<file path="src/rtl/apb_master_param.sv">
// APB3 bridge master: single-beat core requests to NUM_SLAVES equal power-of-two regions,
// with PSTRB, PSLVERR forwarding, unmapped-address errors, wait-state timeout and back-to-back beats.
module apb_master_param #(
    parameter int                NUM_SLAVES  = 6,
    parameter int                ADDR_W      = 32,
    parameter int                DATA_W      = 32,
    parameter logic [ADDR_W-1:0] BASE_ADDR   = 32'h1000_0000,
    parameter int                REGION_BITS = 12,
    parameter int                TIMEOUT     = 16
) (
    input  logic                         PCLK,
    input  logic                         PRESET,
    output logic [ADDR_W-1:0]            PADDR,
    output logic                         PWRITE,
    output logic                         PENABLE,
    output logic [DATA_W-1:0]            PWDATA,
    output logic [DATA_W/8-1:0]          PSTRB,
    output logic [NUM_SLAVES-1:0]        PSEL,
    input  logic [NUM_SLAVES*DATA_W-1:0] PRDATA,
    input  logic [NUM_SLAVES-1:0]        PREADY,
    input  logic [NUM_SLAVES-1:0]        PSLVERR,
    input  logic                         transfer,
    input  logic                         write,
    input  logic [ADDR_W-1:0]            addr,
    input  logic [DATA_W-1:0]            wdata,
    input  logic [DATA_W/8-1:0]          strb,
    output logic                         ready,
    output logic [DATA_W-1:0]            rdata,
    output logic                         error,
    output logic [1:0]                   dbg_state
);

    localparam int TAG_W  = ADDR_W - REGION_BITS;
    localparam int IDX_W  = (NUM_SLAVES > 1) ? $clog2(NUM_SLAVES) : 1;
    localparam int CNT_W  = (TIMEOUT > 0) ? $clog2(TIMEOUT + 1) : 1;
    localparam int STRB_W = DATA_W / 8;
    localparam logic [TAG_W-1:0] BASE_TAG  = BASE_ADDR[ADDR_W-1:REGION_BITS];
    localparam logic [CNT_W-1:0] CNT_LIMIT = CNT_W'(TIMEOUT);

    typedef enum logic [1:0] {IDLE, SETUP, ACCESS, ERR} state_t;

    state_t              state, state_next;
    logic [ADDR_W-1:0]   addr_q;
    logic [DATA_W-1:0]   wdata_q;
    logic [STRB_W-1:0]   strb_q;
    logic                write_q;
    logic [IDX_W-1:0]    idx_q;
    logic [CNT_W-1:0]    wait_cnt;

    logic                req_hit;
    logic [IDX_W-1:0]    req_idx;
    logic                pready_s;
    logic                pslverr_s;
    logic [DATA_W-1:0]   prdata_s;
    logic                timed_out;
    logic                complete;
    logic                accept;

    // Handshake: a request is taken when transfer=1 in IDLE or in the completing ACCESS
    // cycle; its result is the one-cycle ready pulse carrying rdata and error.
    always_comb begin
        req_hit = 1'b0;
        req_idx = '0;
        for (int i = 0; i < NUM_SLAVES; i++) begin
            if (addr[ADDR_W-1:REGION_BITS] == BASE_TAG + TAG_W'(i)) begin
                req_hit = 1'b1;
                req_idx = IDX_W'(i);
            end
        end
    end

    always_comb begin
        pready_s  = 1'b0;
        pslverr_s = 1'b0;
        prdata_s  = '0;
        for (int i = 0; i < NUM_SLAVES; i++) begin
            if (idx_q == IDX_W'(i)) begin
                pready_s  = PREADY[i];
                pslverr_s = PSLVERR[i];
                prdata_s  = PRDATA[i*DATA_W +: DATA_W];
            end
        end
    end

    assign timed_out = (TIMEOUT != 0) && !pready_s && (wait_cnt == CNT_LIMIT);
    assign complete  = (state == ACCESS) && (pready_s || timed_out);
    assign accept    = transfer && ((state == IDLE) || complete);

    always_comb begin
        state_next = state;
        ready      = 1'b0;
        error      = 1'b0;
        rdata      = '0;
        case (state)
            IDLE:   if (accept) state_next = req_hit ? SETUP : ERR;
            SETUP:  state_next = ACCESS;
            ACCESS: begin
                if (complete) begin
                    ready = 1'b1;
                    if (pready_s) begin
                        error = pslverr_s;
                        rdata = prdata_s;
                    end else begin
                        error = 1'b1;
                    end
                    if (accept) state_next = req_hit ? SETUP : ERR;
                    else        state_next = IDLE;
                end
            end
            ERR: begin
                ready      = 1'b1;
                error      = 1'b1;
                state_next = IDLE;
            end
            default: state_next = IDLE;
        endcase
    end

    always_ff @(posedge PCLK) begin
        if (PRESET) begin
            state    <= IDLE;
            addr_q   <= '0;
            wdata_q  <= '0;
            strb_q   <= '0;
            write_q  <= 1'b0;
            idx_q    <= '0;
            wait_cnt <= '0;
        end else begin
            state <= state_next;
            if (accept) begin
                addr_q  <= addr;
                wdata_q <= wdata;
                strb_q  <= write ? strb : '0;
                write_q <= write;
                idx_q   <= req_idx;
            end
            // Counter saturates so a disabled timeout can never wrap into a false match.
            if (state == SETUP)
                wait_cnt <= '0;
            else if ((state == ACCESS) && !pready_s && (wait_cnt != {CNT_W{1'b1}}))
                wait_cnt <= wait_cnt + 1'b1;
        end
    end

    assign PADDR     = addr_q;
    assign PWRITE    = write_q;
    assign PWDATA    = wdata_q;
    assign PSTRB     = strb_q;
    assign PENABLE   = (state == ACCESS);
    assign PSEL      = ((state == SETUP) || (state == ACCESS)) ? (NUM_SLAVES'(1) << idx_q) : '0;
    assign dbg_state = state;

endmodule

</file>
<file path="config.mk">
export PLATFORM = sky130hd
export DESIGN_NAME = apb_master_param
export DESIGN_NICKNAME = d
export VERILOG_FILES = /design/src/rtl/apb_master_param.sv
export SDC_FILE = /design/constraint.sdc
export NUM_CORES = 1
export LEC_CHECK = 0
export ABC_CLOCK_PERIOD_IN_PS = 1900
export CORE_AREA = 2 2 152 154
export CTS_CLUSTER_DIAMETER = 60
export CTS_CLUSTER_SIZE = 28
export DETAILED_ROUTE_END_ITERATION = 10
export DIE_AREA = 0 0 154 156
export PLACE_DENSITY_LB_ADDON = 0.08
export RECOVER_POWER = 25
export SLEW_MARGIN = 20
export SYNTH_ARGS = -nofsm -noshare
export SYNTH_HDL_FRONTEND = slang
export SYNTH_SLANG_ARGS = --single-unit
</file>
<file path="constraint.sdc">
create_clock -name PCLK -period 1.9 [get_ports PCLK]
set_input_delay 0.38 -clock PCLK [delete_from_list [all_inputs] [get_ports PCLK]]
set_output_delay 0.38 -clock PCLK [all_outputs]
set_load 0.05 [all_outputs]
</file>
==> results.md <==
- H-tree levels: 3
- Initial DRC Count: 314
- Largest net degree at the start of global routing: between 50 and 60
- Mean post-synth cell area: between 8 and 9 sq um
- DP HPWL: ~20 mm
- Worst setup SP type: flip-flop
- Yosys cell types: between 40 and 50
- Seq cells post-synth: approximately 80
- Syn-to-layout area delta: 124%
- Crit. End Element: output pin
- First-pass GRT wire length: 37.1 mm
- Top-area cell type share of the netlist area: 0.313
- Post-CTS Hold Buffers: 0
- Final Slew Violations: 0
- IO Port Bufs: 387
- Failing checks: negative setup slack
- Max-cap violation count: 0
- Clk buf depth: 2
- Vias in the first global route: around 6200
- Clock period minus final worst setup slack: 2.46 ns
- Most used cell, CP: buf_12
- Syn_nets: 856
- Max incr delay on CP: between 0.3 and 0.4 ns
- Multi-input logic area: 3880 sq um
- Fillcell total: between 2000 and 2500
- Final net count: 1301
- TritonCTS Buffers: 9
- F_max: roughly 410 MHz
- DRC Markers: 0
- Clock root buffer: clkbuf_16
- Overall Power: between 7 and 8 mW
- Commonest cells in the netlist: nand2b_1, a22oi_1, dfxtp_1
- CORE AREA: between 20000 and 25000 sq um
- Area leader, netlist: dfxtp_1
- Hold slack: about 0.38 ns
- Post-synthesis sequential area ratio: 0.313
- Layout cells sized above 1: 0.259
- Rows: between 50 and 60
- Hold Violations, Final: 0
- Initial antenna violation count: 2
- Leakage power: 4.46 nW
- CP bufs+invs: 3
- Total wire length: between 20 and 30 mm
- Clk_lat worst skew: 0.34 ns
- DR pass1 iterations: 5
- Die Area: 24000 sq um
- Number of synthesized flops with an enable pin: 0
- Worst setup path class: flip-flop to output pin
- Post-DR wirelength/cell: roughly 19 um
- Final worst slack: -0.556 ns
- Area contributors post-synth: dfxtp_1, nand2b_1, a22oi_1
- Yosys warning total: 0
- Die height: about 160 um
- Maximum VDD drop: 0.539 mV
- Tcrit/Tclk final: 1.29
- Required @ worst endpoint: 1.52 ns
- Async S/R FF share, synth: 0
- Register area: 1590 sq um
- DR vias: a little over 6000
- Placer Congestion: a little over 0.8
- Arrival time at the worst endpoint: around 2.1 ns
- Top-count cell post-synth: nand2b_1
- Clock transition at path regs: about 0.060 ns
- Layout Skew: 0.0126 ns
- CTS tree: done
- Critical Path Fanout Max: 9
- Ports: between 300 and 400
- Critical Path, Cell by Cell: buf_6 > mux2_4 > a32oi_4 > a21boi_4 > nand2_4 > buf_12 > a31oi_4 > buf_12
- Status: finished with violations
- GRT overflow: 0
- Tightest Pin Transition: around 0.8 ns
- Avg Vias per Cell: approximately 4.6
- Mapped Cells: 573
- Die X: 154 um
- Pwr dens: around 660 nW/um^2
- Top FF cell, synth: dfxtp_1
- CP max stage cell: dfxtp_4
- Total track usage: 0.201
- RSZ-0062 raised after global routing: true
- Number of nets still failing antenna checks after routing: 0
- Slew margin rel.: 0.447
- CTS sink count: just under 80
- Initial core utilization: 0.226
- Setup violations, final: 112
- Worst hold path type: input pin to flip-flop
- Top cell family by delay on the critical path: buffers and inverters
- TNS Setup: -24.15 ns
- Mapped cell area: 5050 sq um
[area by class of cell]
cell class                      instances  share of cell area
Antenna cell                            3            0.000663
Clock buffer                            9              0.0199
Clock inverter                          6             0.00387
Inverter                                7             0.00232
Multi-Input combinational cell        434               0.343
Sequential cell                        79               0.141
Tap cell                              285              0.0315
Timing Repair Buffer                  487               0.458
[final timing paths]
check	from	to	slack (ns)	depth (start not counted)
setup reg to reg	idx_q[1]$_SDFFE_PP0N_	idx_q[2]$_SDFFE_PP0N_	-0.10	8
setup / recovery	idx_q[1]$_SDFFE_PP0N_	rdata[21]	-0.56	8
hold reg to reg	PADDR[11]$_SDFFE_PP0N_	PADDR[11]$_SDFFE_PP0N_	0.47	2
hold / removal	addr[26]	PADDR[26]$_SDFFE_PP0N_	0.38	3
[timing repair]
item                                    CTS  global route
resized for setup                        29            41
cloned                                    1             1
setup buffers                             5             1
hold endpoints to repair                  0             0
endpoints found under the setup margin  118           135
pin swaps                                 1             6
[per-layer routing]
| layer | share of wire | global-route usage | vias to the layer above |
|---|---|---|---|
| met4 | 0.023 | 0.0628 | 0 |
| met2 | 0.51 | 0.359 | 251 |
| met1 | 0.39 | 0.226 | 2784 |
| met3 | 0.080 | 0.0658 | 30 |
| met5 | 0 | 0 | - |
| li1 | - | - | 2984 |
[metrics by stage]
step	util	instance area (sq um)	instances	setup WS, ns
2_1_floorplan	-	5620	573	-0.126
3_3_place_gp	0.480	10700	1284	-0.570
6_report	0.506	11300	1310	-0.556
5_1_grt	0.506	11300	1309	-0.638
3_5_place_dp	0.480	10700	1284	-0.561
4_1_cts	0.501	11200	1305	-0.579
[kinds of logic (layout without fill, tap and decap cells)]
| logic type | after synthesis | after routing | synth area share |
|---|---|---|---|
| AND/OR/NAND/NOR | 195 | 195 | 0.237 |
| AO/OA/AOI/OAI | 157 | 157 | 0.225 |
| flip-flops | 79 | 79 | 0.313 |
| multiplexers | 74 | 74 | 0.148 |
| buffers and inverters | 60 | 509 | 0.0577 |
| adder cells (fa/ha/maj) | 7 | 7 | 0.0173 |
| XOR/XNOR | 1 | 1 | 0.00173 |
| other | 0 | 3 | 0 |
[flip-flops by register name, indices dropped and copies added, names as in the netlist]
| register | flops |
|---|---|
| PWDATA | 32 |
| wait_cnt | 5 |
| dbg_state | 2 |
| PADDR | 32 |
| PWRITE | 1 |
| PSTRB | 4 |
| idx_q | 3 |
[layout by cell type (no fill, tap or decap), types with 4 or more instances in the layout]
cell type and n:
clkdlybuf4s50_1 284, nand2b_1 138, buf_4 101, a22oi_1 96, dfxtp_1 73, mux2i_1 72, buf_12 58, a31oi_4 32
dlymetal6s2s_1 19, clkbuf_1 16, clkbuf_16 10, nand2_1 8, nor2_1 7, inv_1 6, buf_6 5, a21oi_2 4
o21ai_0 4, nand3b_1 4, ha_1 4, dfxtp_2 4
[report_power, final]
| part | total (mW) | switching [mW] | internal, mW |
|---|---|---|---|
| registers | 2.00 | 0.120 | 1.88 |
| clock network | 1.62 | 0.737 | 0.885 |
| logic | 3.85 | 2.06 | 1.79 |
| total | 7.47 | 2.91 | 4.56 |
[worst min-delay path, delay by kind of cell]
| kind | cells | cell delay [ns] |
|---|---|---|
| buffers and inverters | 1 | 0.15 |
| muxes | 1 | 0.06 |
| and+or+nand+nor | 1 | 0.08 |
Note: power is estimated with default switching activity, not from simulation.
